<file path="src/rtl/cpu_pkg.sv">
// -----------------------------------------------------------------------------
// cpu_pkg
// Shared types and default widths for the CPU memory-side blocks.
//   arb_state_e : memory arbiter FSM states (IDLE, ISSUE, WAIT)
//   req_id_e    : requester identity (REQ_IF = instruction fetch, REQ_D = data)
//   *_DEF       : default address/data widths and arbiter timeout
// -----------------------------------------------------------------------------
package cpu_pkg;

   localparam int ADDR_W_DEF  = 32;
   localparam int DATA_W_DEF  = 32;
   localparam int TIMEOUT_DEF = 16;

   typedef enum logic [1:0] {
      IDLE  = 2'd0,
      ISSUE = 2'd1,
      WAIT  = 2'd2
   } arb_state_e;

   typedef enum logic {
      REQ_IF = 1'b0,
      REQ_D  = 1'b1
   } req_id_e;

   // The requester that is not 'id'; used for round-robin tie breaking.
   function automatic req_id_e other_req(input req_id_e id);
      return (id == REQ_D) ? REQ_IF : REQ_D;
   endfunction

endpackage

</file>
<file path="src/rtl/mem_arb_timer.sv">
// -----------------------------------------------------------------------------
// mem_arb_timer
// Transaction watchdog for mem_arbiter. Counts cycles spent in ISSUE/WAIT.
//   clk     : clock, rising edge
//   reset   : asynchronous, active-low reset (counter -> 0)
//   clear   : restart the count (asserted on the grant edge)
//   enable  : count this cycle (arbiter in ISSUE or WAIT)
//   expired : the count reaches TIMEOUT at the coming edge
// -----------------------------------------------------------------------------
module mem_arb_timer #(
   parameter int TIMEOUT = cpu_pkg::TIMEOUT_DEF
) (
   input  logic clk,
   input  logic reset,
   input  logic clear,
   input  logic enable,
   output logic expired
);

   localparam int CW = $clog2(TIMEOUT + 1);

   logic [CW-1:0] cnt_q;
   logic [CW-1:0] cnt_d;

   always_comb begin
      cnt_d = cnt_q;
      if (clear) begin
         cnt_d = '0;
      end else if (enable) begin
         cnt_d = cnt_q + CW'(1);
      end
   end

   always_ff @(posedge clk or negedge reset) begin
      if (!reset) begin
         cnt_q <= '0;
      end else begin
         cnt_q <= cnt_d;
      end
   end

   // Flag the edge on which the count becomes TIMEOUT so the error response
   // is registered on that same edge (TIMEOUT edges after entering ISSUE).
   assign expired = enable && !clear && (cnt_q == CW'(TIMEOUT - 1));

endmodule

</file>
<file path="src/rtl/mem_arbiter.sv">
// -----------------------------------------------------------------------------
// mem_arbiter
// Two-requester (instruction fetch, load/store) arbiter onto a single
// valid/ready memory command port with a separate completion (mem_rvalid).
// One transaction in flight at a time: IDLE -> ISSUE -> WAIT -> IDLE.
// A watchdog (mem_arb_timer) turns a stuck transaction into an error response.
//
// Ports
//   clk, reset                 : clock (rising edge), async active-low reset
//   if_req/if_addr             : fetch read request
//   if_gnt/if_rvalid/if_rdata/if_err : fetch grant pulse and response
//   d_req/d_we/d_addr/d_wdata/d_wstrb : load/store request
//   d_gnt/d_rvalid/d_rdata/d_err      : data grant pulse and response
//   mem_valid/mem_ready/mem_we/mem_addr/mem_wdata/mem_wstrb : memory command
//   mem_rvalid/mem_rdata       : memory completion (reads and writes)
//
// Build option
//   MEM_ARB_RR_EN : when defined, ties go to the requester not granted last
//                   (round robin); otherwise the data port always wins ties.
// -----------------------------------------------------------------------------
module mem_arbiter
   import cpu_pkg::*;
#(
   parameter int ADDR_W  = ADDR_W_DEF,
   parameter int DATA_W  = DATA_W_DEF,
   parameter int TIMEOUT = TIMEOUT_DEF
) (
   input  logic                clk,
   input  logic                reset,
   // instruction fetch
   input  logic                if_req,
   input  logic [ADDR_W-1:0]   if_addr,
   output logic                if_gnt,
   output logic                if_rvalid,
   output logic [DATA_W-1:0]   if_rdata,
   output logic                if_err,
   // load/store
   input  logic                d_req,
   input  logic                d_we,
   input  logic [ADDR_W-1:0]   d_addr,
   input  logic [DATA_W-1:0]   d_wdata,
   input  logic [DATA_W/8-1:0] d_wstrb,
   output logic                d_gnt,
   output logic                d_rvalid,
   output logic [DATA_W-1:0]   d_rdata,
   output logic                d_err,
   // memory
   output logic                mem_valid,
   input  logic                mem_ready,
   output logic                mem_we,
   output logic [ADDR_W-1:0]   mem_addr,
   output logic [DATA_W-1:0]   mem_wdata,
   output logic [DATA_W/8-1:0] mem_wstrb,
   input  logic                mem_rvalid,
   input  logic [DATA_W-1:0]   mem_rdata
);

   arb_state_e          state_q;
   req_id_e             id_q;
   req_id_e             winner_d;

   logic                if_gnt_q, if_rvalid_q, if_err_q;
   logic [DATA_W-1:0]   if_rdata_q;
   logic                d_gnt_q, d_rvalid_q, d_err_q;
   logic [DATA_W-1:0]   d_rdata_q;
   logic                mem_valid_q, mem_we_q;
   logic [ADDR_W-1:0]   mem_addr_q;
   logic [DATA_W-1:0]   mem_wdata_q;
   logic [DATA_W/8-1:0] mem_wstrb_q;

   logic                any_req;
   logic                tmr_clear;
   logic                tmr_en;
   logic                expired;
   logic                resp_ok;
   logic                resp_err;

   assign any_req   = if_req | d_req;
   assign tmr_clear = (state_q == IDLE) && any_req;
   assign tmr_en    = (state_q == ISSUE) || (state_q == WAIT);
   // Timeout takes priority over a completion arriving on the same edge.
   assign resp_err  = expired;
   assign resp_ok   = (state_q == WAIT) && mem_rvalid && !expired;

`ifdef MEM_ARB_RR_EN
   req_id_e last_q;

   always_comb begin
      winner_d = d_req ? REQ_D : REQ_IF;
      if (if_req && d_req) begin
         winner_d = other_req(last_q);
      end
   end
`else
   assign winner_d = d_req ? REQ_D : REQ_IF;
`endif

   mem_arb_timer #(
      .TIMEOUT (TIMEOUT)
   ) u_timer (
      .clk     (clk),
      .reset   (reset),
      .clear   (tmr_clear),
      .enable  (tmr_en),
      .expired (expired)
   );

   always_ff @(posedge clk or negedge reset) begin
      if (!reset) begin
         state_q     <= IDLE;
         id_q        <= REQ_IF;
         if_gnt_q    <= 1'b0;
         if_rvalid_q <= 1'b0;
         if_err_q    <= 1'b0;
         if_rdata_q  <= '0;
         d_gnt_q     <= 1'b0;
         d_rvalid_q  <= 1'b0;
         d_err_q     <= 1'b0;
         d_rdata_q   <= '0;
         mem_valid_q <= 1'b0;
         mem_we_q    <= 1'b0;
         mem_addr_q  <= '0;
         mem_wdata_q <= '0;
         mem_wstrb_q <= '0;
`ifdef MEM_ARB_RR_EN
         last_q      <= REQ_IF;
`endif
      end else begin
         // Grant and response outputs are single-cycle pulses.
         if_gnt_q    <= 1'b0;
         d_gnt_q     <= 1'b0;
         if_rvalid_q <= 1'b0;
         d_rvalid_q  <= 1'b0;
         if_err_q    <= 1'b0;
         d_err_q     <= 1'b0;

         case (state_q)
            IDLE: begin
               if (any_req) begin
                  id_q        <= winner_d;
                  state_q     <= ISSUE;
                  mem_valid_q <= 1'b1;
`ifdef MEM_ARB_RR_EN
                  last_q      <= winner_d;
`endif
                  if (winner_d == REQ_D) begin
                     d_gnt_q     <= 1'b1;
                     mem_we_q    <= d_we;
                     mem_addr_q  <= d_addr;
                     mem_wdata_q <= d_wdata;
                     mem_wstrb_q <= d_wstrb;
                  end else begin
                     // Fetches are always reads with no byte enables.
                     if_gnt_q    <= 1'b1;
                     mem_we_q    <= 1'b0;
                     mem_addr_q  <= if_addr;
                     mem_wdata_q <= '0;
                     mem_wstrb_q <= '0;
                  end
               end
            end
            ISSUE: begin
               if (resp_err) begin
                  mem_valid_q <= 1'b0;
                  state_q     <= IDLE;
               end else if (mem_ready) begin
                  mem_valid_q <= 1'b0;
                  state_q     <= WAIT;
               end
            end
            WAIT: begin
               if (resp_err || resp_ok) begin
                  state_q <= IDLE;
               end
            end
            default: begin
               mem_valid_q <= 1'b0;
               state_q     <= IDLE;
            end
         endcase

         // Response to whoever owns the transaction; rdata only moves here,
         // so it holds its last value between responses.
         if (resp_err || resp_ok) begin
            if (id_q == REQ_D) begin
               d_rvalid_q <= 1'b1;
               d_err_q    <= resp_err;
               d_rdata_q  <= resp_err ? '0 : mem_rdata;
            end else begin
               if_rvalid_q <= 1'b1;
               if_err_q    <= resp_err;
               if_rdata_q  <= resp_err ? '0 : mem_rdata;
            end
         end
      end
   end

   assign if_gnt    = if_gnt_q;
   assign if_rvalid = if_rvalid_q;
   assign if_rdata  = if_rdata_q;
   assign if_err    = if_err_q;
   assign d_gnt     = d_gnt_q;
   assign d_rvalid  = d_rvalid_q;
   assign d_rdata   = d_rdata_q;
   assign d_err     = d_err_q;
   assign mem_valid = mem_valid_q;
   assign mem_we    = mem_we_q;
   assign mem_addr  = mem_addr_q;
   assign mem_wdata = mem_wdata_q;
   assign mem_wstrb = mem_wstrb_q;

endmodule
</file>
<file path="config.mk">
export PLATFORM = sky130hd
export DESIGN_NAME = mem_arbiter
export DESIGN_NICKNAME = d
export VERILOG_FILES = /design/src/rtl/cpu_pkg.sv /design/src/rtl/mem_arb_timer.sv /design/src/rtl/mem_arbiter.sv
export SDC_FILE = /design/constraint.sdc
export NUM_CORES = 1
export LEC_CHECK = 0
export BUFFER_PORTS_ARGS = -buffer_cell sky130_fd_sc_hd__buf_2
export CORE_MARGIN = 10
export CORE_UTILIZATION = 32
export CTS_CLUSTER_DIAMETER = 100
export DETAILED_ROUTE_END_ITERATION = 10
export GPL_TIMING_DRIVEN = 0
export PLACE_DENSITY_LB_ADDON = 0.15
export SLEW_MARGIN = 10
export SYNTH_ARGS = -nofsm -noshare
export SYNTH_HDL_FRONTEND = slang
export SYNTH_SLANG_ARGS = --single-unit
</file>
<file path="constraint.sdc">
create_clock -name clk -period 3.25 [get_ports clk]
set_clock_uncertainty 0.15 [all_clocks]
set_input_delay 0 -clock clk [delete_from_list [all_inputs] [get_ports clk]]
set_output_delay 0 -clock clk [all_outputs]
set_load 0.05 [all_outputs]
</file>
Yosys cells after proc, flatten, opt, wreduce, memory -nomap -nowiden --
Index checks and enable logic that the tools add are counted.
Storage, ports and cells: flip-flop bits (word level) 148, latch bits 0, RAM bits 0, memory bits (read-only) 0, bits of input ports 139, output and inout port bits 140, word-level logic and storage cells 73, memories 0
Cells by class: $add $sub $neg 1, multiply operators 0, divide/modulo/power cells 0, $lt $le $gt $ge 0, eq/ne operators 6, shifts and indexed selects 0, muxes and demuxes 31, bitwise logic cells 3, reduce and logical (&&, ||, !) cells 16
Operators with widths (count):
- two-way mux 32 bit | 3
- two-way mux 1 bit | 19
- two-way mux 5 bit | 2
- two-way mux 2 bit | 4
- one-hot mux 2 bit (3 select lines) | 1
- AND reduction 2 bit | 3
- AND reduction 3 bit | 2
- adder 5 x 1 -> 5 bit, second input constant | 1
- == test 5 x 4 -> 1 bit, second input constant | 1
- logical AND 1 bit | 5
- two-way mux 4 bit | 1
- inequality test 3 bit, second input constant | 1
- one-hot mux 1 bit (3 select lines) | 1
- == test 2 x 1 -> 1 bit, second input constant | 1
- == test 2 bit, second input constant | 1
- zero test 1 bit | 2
- zero test 2 bit | 1
- logical OR 1 bit | 2
- inequality test 2 x 1 -> 1 bit, second input constant | 1
- inequality test 2 bit, second input constant | 1
- NOT 1 bit | 2
- nonzero test 2 bit | 1
- bitwise OR 1 bit | 1

Depth between registers and ports, before layout --
Gate-level depths: netlist (run 1).
depth in word-level cells 10, mapped depth 8, mapped depth without buffers 7

Cells and area by module --
Synthesis (run 1) repeated with hierarchy kept, for this count alone.
Unflattened totals: cells, all modules 459, area total of the unflattened synthesis 6261.0 um^2
By module, submodules not included:
- mem_arbiter | times used 1, cells an instance 434, area an instance 5975.7 um^2
- mem_arb_timer | times used 1, cells an instance 25, area an instance 285.3 um^2

Least setup slack after synthesis (run 1) --
No wires, ideal clock.
kind reg2reg, start register u_timer.cnt_q[0], end register if_rdata_q[10] (netlist: if_rdata[10]), setup time 0.067 ns, arrival time 1.680 ns, required time 3.033 ns, path slack 1.353 ns, stages on the path, launching flop included 9, path through dfrtp_1 -> ha_1 -> and3_1 -> ha_1 -> nand2_1 -> nor2_4 -> nor3_4 -> buf_4 -> a22o_1
Between the ends: cells in the longest elaborated chain, start to end 6, elaborated cells on any way between the ends 7, classes of those cells eq/ne (1); mux (1); reduce/logical (5)
Ends and longest elaborated chain:
- from (decl) | RTL line mem_arb_timer.sv:22 | logic [CW-1:0] cnt_q;
- from (signal assigned) | RTL line mem_arb_timer.sv:38 | cnt_q <= cnt_d;
- == test 5 x 4 -> 1 bit * | RTL line mem_arb_timer.sv:44 | assign expired = enable && !clear && (cnt_q == CW'(TIMEOUT - 1));
- logical AND 1 bit * | RTL line mem_arb_timer.sv:44
- zero test 1 bit | RTL line mem_arbiter.sv:83 | assign resp_ok = (state_q == WAIT) && mem_rvalid && !expired;
- logical AND 1 bit | RTL line mem_arbiter.sv:83
- logical OR 1 bit | RTL line mem_arbiter.sv:184 | if (resp_err || resp_ok) begin
- AND reduction 2 bit (no source line)
- to (signal assigned) | RTL line mem_arbiter.sv:192 | if_rdata_q <= resp_err ? '0 : mem_rdata;
- to (decl) | RTL line mem_arbiter.sv:63 | logic [DATA_W-1:0] if_rdata_q;
Every way passes the cells marked *; elsewhere a longest branch is shown, timed or not. A chain may end at the register's enable or synchronous reset.

Final worst setup path (run 1) --
start register u_timer.cnt_q[0], end register if_rdata_q[5] (netlist: if_rdata[5])
The elaborated chain is that of the path after synthesis.

==> impl_metrics.py, run 1 <==
metrics = {
    "run_status": {
        "status": "complete, no violations",
    },
    "logic_synthesis": {
        "synth.yosys.seq_area_share_pct": 63.7,
        "synthCells": 434,
        "syn_area_per_cell_sq_um": 13.4,
        "ys_types": 31,
        "synth_top_area_share_pct": 63.7,
        "synthTopCellsByArea": "dfrtp_1 64%, a22o_1 15%, mux2i_1 5.7%",
        "yosysTopAreaCell": "dfrtp_1",
        "synth_warnings": 0,
        "syn-num-nets": 579,
        "ys_seq_elements": 148,
        "syn_area_sq_mm": 0.00581,
    },
    "cts": {
        "post-cts-setup-buffer-count": 0,
        "cts-buffers-inserted": 17,
        "clkLatencyLatePin_ps": 400,
        "ctsResizeCount": 0,
        "clk_pin_slew_ps": 60,
        "cts_tree": "done",
        "clk_path_buf_depth": 2,
        "clock-root-buffer": "clkbuf_16",
        "cts_sinks": 148,
        "htree_levels": 4,
    },
    "placed_design": {
        "globalplace.congestion": 0.804,
        "place_area_sq_mm": 0.00752,
        "place_hpwl_microns": 13900,
        "numPortBuffers": 277,
    },
    "setup_path": {
        "arrival_ps": 2320,
        "worstReg2RegStart": "u_timer.cnt_q[0]$_DFFE_PN0P_",
        "cp_data_required_time_ps": 3440,
        "critical_path_class": "register to register",
        "end_kind": "register",
        "cp_max_fo": 10,
        "critPathLaunchType": "register",
        "cp-startpoint": "u_timer.cnt_q[0]$_DFFE_PN0P_",
    },
    "global_route": {
        "grt_pass1_wl_microns": 31400,
        "grt_max_degree": 112,
        "antenna_found_initial": 0,
        "grt_pass1_vias": 5832,
        "grt_usage_pct": 16.0,
        "grt.overflow.total": 0,
    },
    "timing": {
        "finalCritPeriodShare_pct": 65.3,
        "rsz0062_at_grt": "no",
        "worst_pin_slew_ps": 601,
        "maxSlewViolCount": 0,
        "tns_ps": 0,
        "setup_viol": 0,
        "max_freq_mhz": 471,
        "relSlewSlack_pct": 59.9,
        "layout_min_cycle_time_ps": 2120,
        "hold_ws_ps": 188,
        "hold_viol": 0,
    },
    "finish": {
        "multiInputGateArea_sq_mm": 0.00186,
        "final_core_util_pct": 53.3,
        "final_common_cell": "buf_2",
        "ff_latch_area_sq_mm": 0.00370,
        "mostFrequentLayoutCells": "291 x buf_2, 148 x dfrtp_1, 140 x dlygate4sd3_1",
        "drive_gt1_share_pct": 39.0,
        "final.fill_count": 1564,
        "nets": 1017,
        "syn2layout_area_growth_pct": 64.2,
        "antenna_cells": 0,
        "finish.instance_area_sq_mm": 0.00955,
    },
    "drt": {
        "detail_route.wl_per_cell_microns": 17.5,
        "routed_wl_microns": 19500,
        "drtIter0Drc": 170,
        "antenna_left": 0,
        "via_per_inst": 4.69,
        "drc": 0,
        "via_count": 5222,
        "drtPass1Iterations": 4,
    },
    "min_path": {
        "worstHoldPathType": "input pin to register",
        "hold_start": "d_wdata[9]",
    },
    "power": {
        "power_density_mw_per_mm2": 1120,
        "ir_drop_v": 0.000694,
        "p_leak_uw": 0.00494,
    },
    "run": {
        "cap_violations": 0,
    },
    "floorplanning": {
        "die_area_sq_mm": 0.0240,
        "start_util_pct": 32.5,
        "dieWidth_microns": 155,
        "die_y_microns": 155,
        "io_pins": 279,
        "core_sq_mm": 0.0179,
        "row_count": 49,
    },
}
[through the flow]
stage          power, uW  setup WS (ps)  std cells
3_5_place_dp        8570           1110        941
3_3_place_gp        8500          -91.3        940
5_1_grt            11200            972       1114
2_1_floorplan       7110           1350        434
6_report           10600           1130       1114
4_1_cts            10800           1090       1114
[flip-flops by register name, summed over array words and instances, names as in the netlist, 2 cells and up]
name / count
u_timer.cnt_q: 5
if_rdata: 32
state_q: 2
d_rdata: 32
mem_addr: 32
mem_wdata: 32
mem_wstrb: 4
[cell type report]
cell class / count / share of cell area [%]
Clock inverter: 15 / 1.86
Timing Repair Buffer: 419 / 29.8
Buffer: 33 / 2.40
Multi-Input combinational cell: 248 / 19.5
Sequential cell: 148 / 38.8
Inverter: 5 / 0.197
Clock buffer: 17 / 4.45
Tap cell: 229 / 3.00
[logic make-up after synthesis]
| group | Yosys count | synth area share, % |
|---|---|---|
| flops | 148 | 63.7 |
| simple gates | 61 | 4.78 |
| compound gates | 144 | 19.6 |
| xor+xnor | 3 | 0.452 |
| buf+inv | 38 | 4.26 |
| mux | 34 | 5.87 |
| fa+ha+maj | 6 | 1.29 |
[cells in the mapped netlist]
library cell  instances
buf_6                10
nor3_4                1
a211oi_1              1
nor2_1               10
dfrtp_1             148
inv_1                 5
nand4_1               1
mux2_1                1
mux2i_1              33
a21oi_1               1
and2_1                3
o21ai_4               2
o21ai_1               1
o21a_4                1
a31oi_1               2
nand2_1              38
o21ai_0              33
nor2_4                1
clkbuf_1              5
nor3_1                1
xor2_1                2
nand3_2               1
xnor2_1               1
buf_4                 3
a21o_1                2
nand3_1               1
a22o_1              101
ha_1                  6
buf_2                15
and3_1                2
nor2b_1               2
[final timing paths]
kind | to | slack (ps) | cells after the start
max | if_rdata[5]$_DFFE_PN0P_ | 1130 | 8
min | mem_wdata[9]$_DFFE_PN0P_ | 190 | 3
max reg2reg | if_rdata[5]$_DFFE_PN0P_ | 1130 | 8
min reg2reg | mem_addr[22]$_DFFE_PN0P_ | 320 | 2
max in group asynchronous | d_rvalid$_DFF_PN0_ | 1850 | 4
min in group asynchronous | d_rdata[20]$_DFFE_PN0P_ | 520 | 4
[routing by layer]
layer  routed length (microns)  GRT usage (%)
met4                       214           4.36
met3                      1890           7.43
met2                      9390           26.3
met5                         0              0
met1                      8010           18.4
[critical path, stage by stage (launching register included)]
cell	delay, ps
dfrtp_1	400
ha_1	220
and3_1	190
ha_1	220
nand2_1	150
nor2_4	70
nor3_4	260
buf_4	240
a22o_1	150
[where the power goes]
part | internal, uW | switching (uW)
sequential | 2670 | 454
combinational | 1500 | 4040
clock | 1210 | 779
[what timing repair did]
action                                  in CTS  in global routing
endpoints found under the setup margin       0                  0
hold buffers                               141                  0
endpoints found under the hold margin      291                  0
Power figures use the tool's default switching activity.
==> run 2, diff against run 1 <==
Clock period 3.25 ns to 1.85 ns, I/O delays scaled along.
==> run 2 against run 1 <==
The run now ends with setup timing left. Sequential power increased by 77%. Critical path depth increased by 1. Non-clock buffer count grew 19. Die area is the same. Via count is 4.5% higher. Wire length increased by 5.7%. Fmax rose by 9.6%. Global-route usage increased by 0.72 points. Core utilization is 2.3 points higher. Highest routed layer unchanged.
==> impl_metrics.py, run 2 (synthesized netlist as in run 1, its figures left out) <==
metrics = {
    "timing": {
        "max_freq_mhz": 516,
        "setup_viol": 64,
        "maxSlewViolCount": 0,
        "layout_min_cycle_time_ps": 1940,
        "timing.final.ws_setup_ps": -87.0,
        "rsz0062_at_grt": "yes",
        "hold_viol": 0,
        "finalCritPeriodShare_pct": 105,
        "worst_pin_slew_ps": 589,
        "relSlewSlack_pct": 60.7,
    },
    "finish": {
        "nets": 1036,
        "final_common_cell": "buf_2",
        "final_core_util_pct": 55.7,
        "drive_gt1_share_pct": 42.0,
        "finish.instance_area_sq_mm": 0.00997,
        "mostFrequentLayoutCells": "283 x buf_2, 148 x dfrtp_1, 138 x dlygate4sd3_1",
        "syn2layout_area_growth_pct": 71.5,
    },
    "drt": {
        "drtPass1Iterations": 4,
        "detail_route.wl_per_cell_microns": 18.2,
        "via_count": 5455,
        "drc": 0,
        "drtIter0Drc": 163,
        "via_per_inst": 4.81,
        "routed_wl_microns": 20600,
        "antenna_left": 0,
    },
    "setup_path": {
        "crit_path_end": "d_rdata[21]$_DFFE_PN0P_",
        "crit_buf_inv": 2,
        "worstReg2RegStart": "u_timer.cnt_q[1]$_DFFE_PN0P_",
        "end_kind": "register",
        "slowest_stage": "dfrtp_1",
        "cp_max_fo": 8,
        "slowest_delay_ps": 360,
        "r2r_end": "d_rdata[21]$_DFFE_PN0P_",
        "path_cells": "ha_2, and3_4, ha_4, nand2_4, nor2_4, o21ai_4, buf_12, buf_6, a22o_1",
        "regToRegSetupSlack_ps": -90,
        "arrival_ps": 2080,
        "critPathLaunchType": "register",
        "cp_num_cells": 9,
        "critPathTopFamily": "simple AND/OR/NAND/NOR gates",
        "cp-startpoint": "u_timer.cnt_q[1]$_DFFE_PN0P_",
        "reg2reg_depth": 9,
        "cp_data_required_time_ps": 2000,
        "critical_path_class": "register to register",
    },
    "placed_design": {
        "pre_cts_ws_ps": -237,
        "place_hpwl_microns": 14300,
        "numPortBuffers": 277,
        "place_area_sq_mm": 0.00754,
        "globalplace.congestion": 0.785,
    },
    "global_route": {
        "grt_usage_pct": 16.8,
        "antenna_found_initial": 1,
        "grt_max_degree": 78,
        "grt.overflow.total": 0,
        "grt_pass1_vias": 6124,
        "grt_pass1_wl_microns": 32700,
    },
    "cts": {
        "clock-root-buffer": "clkbuf_16",
        "htree_levels": 4,
        "cts_sinks": 148,
        "cts-buffers-inserted": 17,
        "cts_tree": "done",
        "clk_pin_slew_ps": 60,
        "clkLatencyLatePin_ps": 410,
        "clk_path_buf_depth": 2,
    },
    "floorplanning": {
        "start_util_pct": 32.5,
        "io_pins": 279,
        "dieWidth_microns": 155,
        "die_area_sq_mm": 0.0240,
        "core_sq_mm": 0.0179,
        "row_count": 49,
        "die_y_microns": 155,
    },
    "run_status": {
        "status": "finished, violations left",
        "violations": "setup timing",
    },
    "power": {
        "ir_drop_v": 0.00121,
        "p_leak_uw": 0.00512,
        "power_density_mw_per_mm2": 1960,
    },
    "min_path": {
        "worstHoldPathType": "input pin to async pin",
    },
    "run": {
        "cap_violations": 0,
    },
}
run 2: changes by cell type in the layout (fill, tap and decap cells not counted), moves of 3 or more:
cell      before  now
clkinv_2       4    1
buf_4          3   12
clkbuf_2       0    3
clkbuf_4       0    5
buf_6         10   15
buf_2        291  283
buf_8          1    8
ha_1           6    2
run 2: through the flow:
step / std cells / setup TNS (ps) / power (uW) / hold slack, ps
finish: 1134 / -3510 / 19500 / 1.49
global route: 1134 / -9050 / 20500 / 57.4
CTS: 1124 / -4340 / 19500 / 11.8
detailed placement: 941 / -15320 / 15100 / -135
global placement: 940 / -224920 / 14900 / 65.6
floorplan: 434 / 0 / 12500 / -446
run 2: repair_timing:
action | CTS | global route
hold buffers | 138 | 0
gates resized for setup | 25 | 26
setup buffers | 13 | 5
pin swaps | 18 | 28
endpoints found under the setup margin | 115 | 122
endpoints found under the hold margin | 291 | 0
cloned | 2 | 4
run 2: final cells by class:
cell class                      instances  area [sq um]
Tap cell                              229           287
Clock buffer                           18           429
Fill cell                            1490          7930
Timing Repair Buffer                  439          3080
Antenna cell                            1          2.50
Sequential cell                       148          3700
Clock inverter                         14           225
Inverter                                5          18.8
Buffer                                 32           279
Multi-Input combinational cell        248          1940
run 2: how the worst min path moves through the flow:
stage                      from                         to  slack [ps]  cells after the start
finish                    reset   if_rdata[18]$_DFFE_PN0P_           1                      2
global route              reset    d_rdata[16]$_DFFE_PN0P_          60                      2
CTS                       reset   if_rdata[18]$_DFFE_PN0P_          10                      2
detailed placement        reset   if_rdata[18]$_DFFE_PN0P_        -130                      1
global placement    d_wdata[18]  mem_wdata[18]$_DFFE_PN0P_          70                      2
floorplan                 reset            d_err$_DFF_PN0_        -450                      0
run 2: routing by layer:
metal | wire length [microns] | global-route usage, % | share of wire [%] | vias to the layer above
li1 | - | - | - | 2513
met1 | 8420 | 19.9 | 41 | 2668
met2 | 9820 | 26.7 | 48 | 251
met3 | 2000 | 6.96 | 9.7 | 23
met4 | 359 | 5.85 | 1.7 | 0
met5 | 0 | 0 | 0 | -
run 2: worst register-to-register path, cell delays in order (launching register included):
cell and delay [ps]:
dfrtp_1 360, ha_2 180, and3_4 190, ha_4 160
nand2_4 60, nor2_4 150, o21ai_4 70, buf_12 160
buf_6 130, a22o_1 210
run 2: where the power goes:
| part | switching [uW] | internal [uW] | total, uW |
|---|---|---|---|
| Sequential | 827 | 4690 | 5520 |
| Combinational | 7230 | 2950 | 10200 |
| Clock | 1430 | 2420 | 3850 |
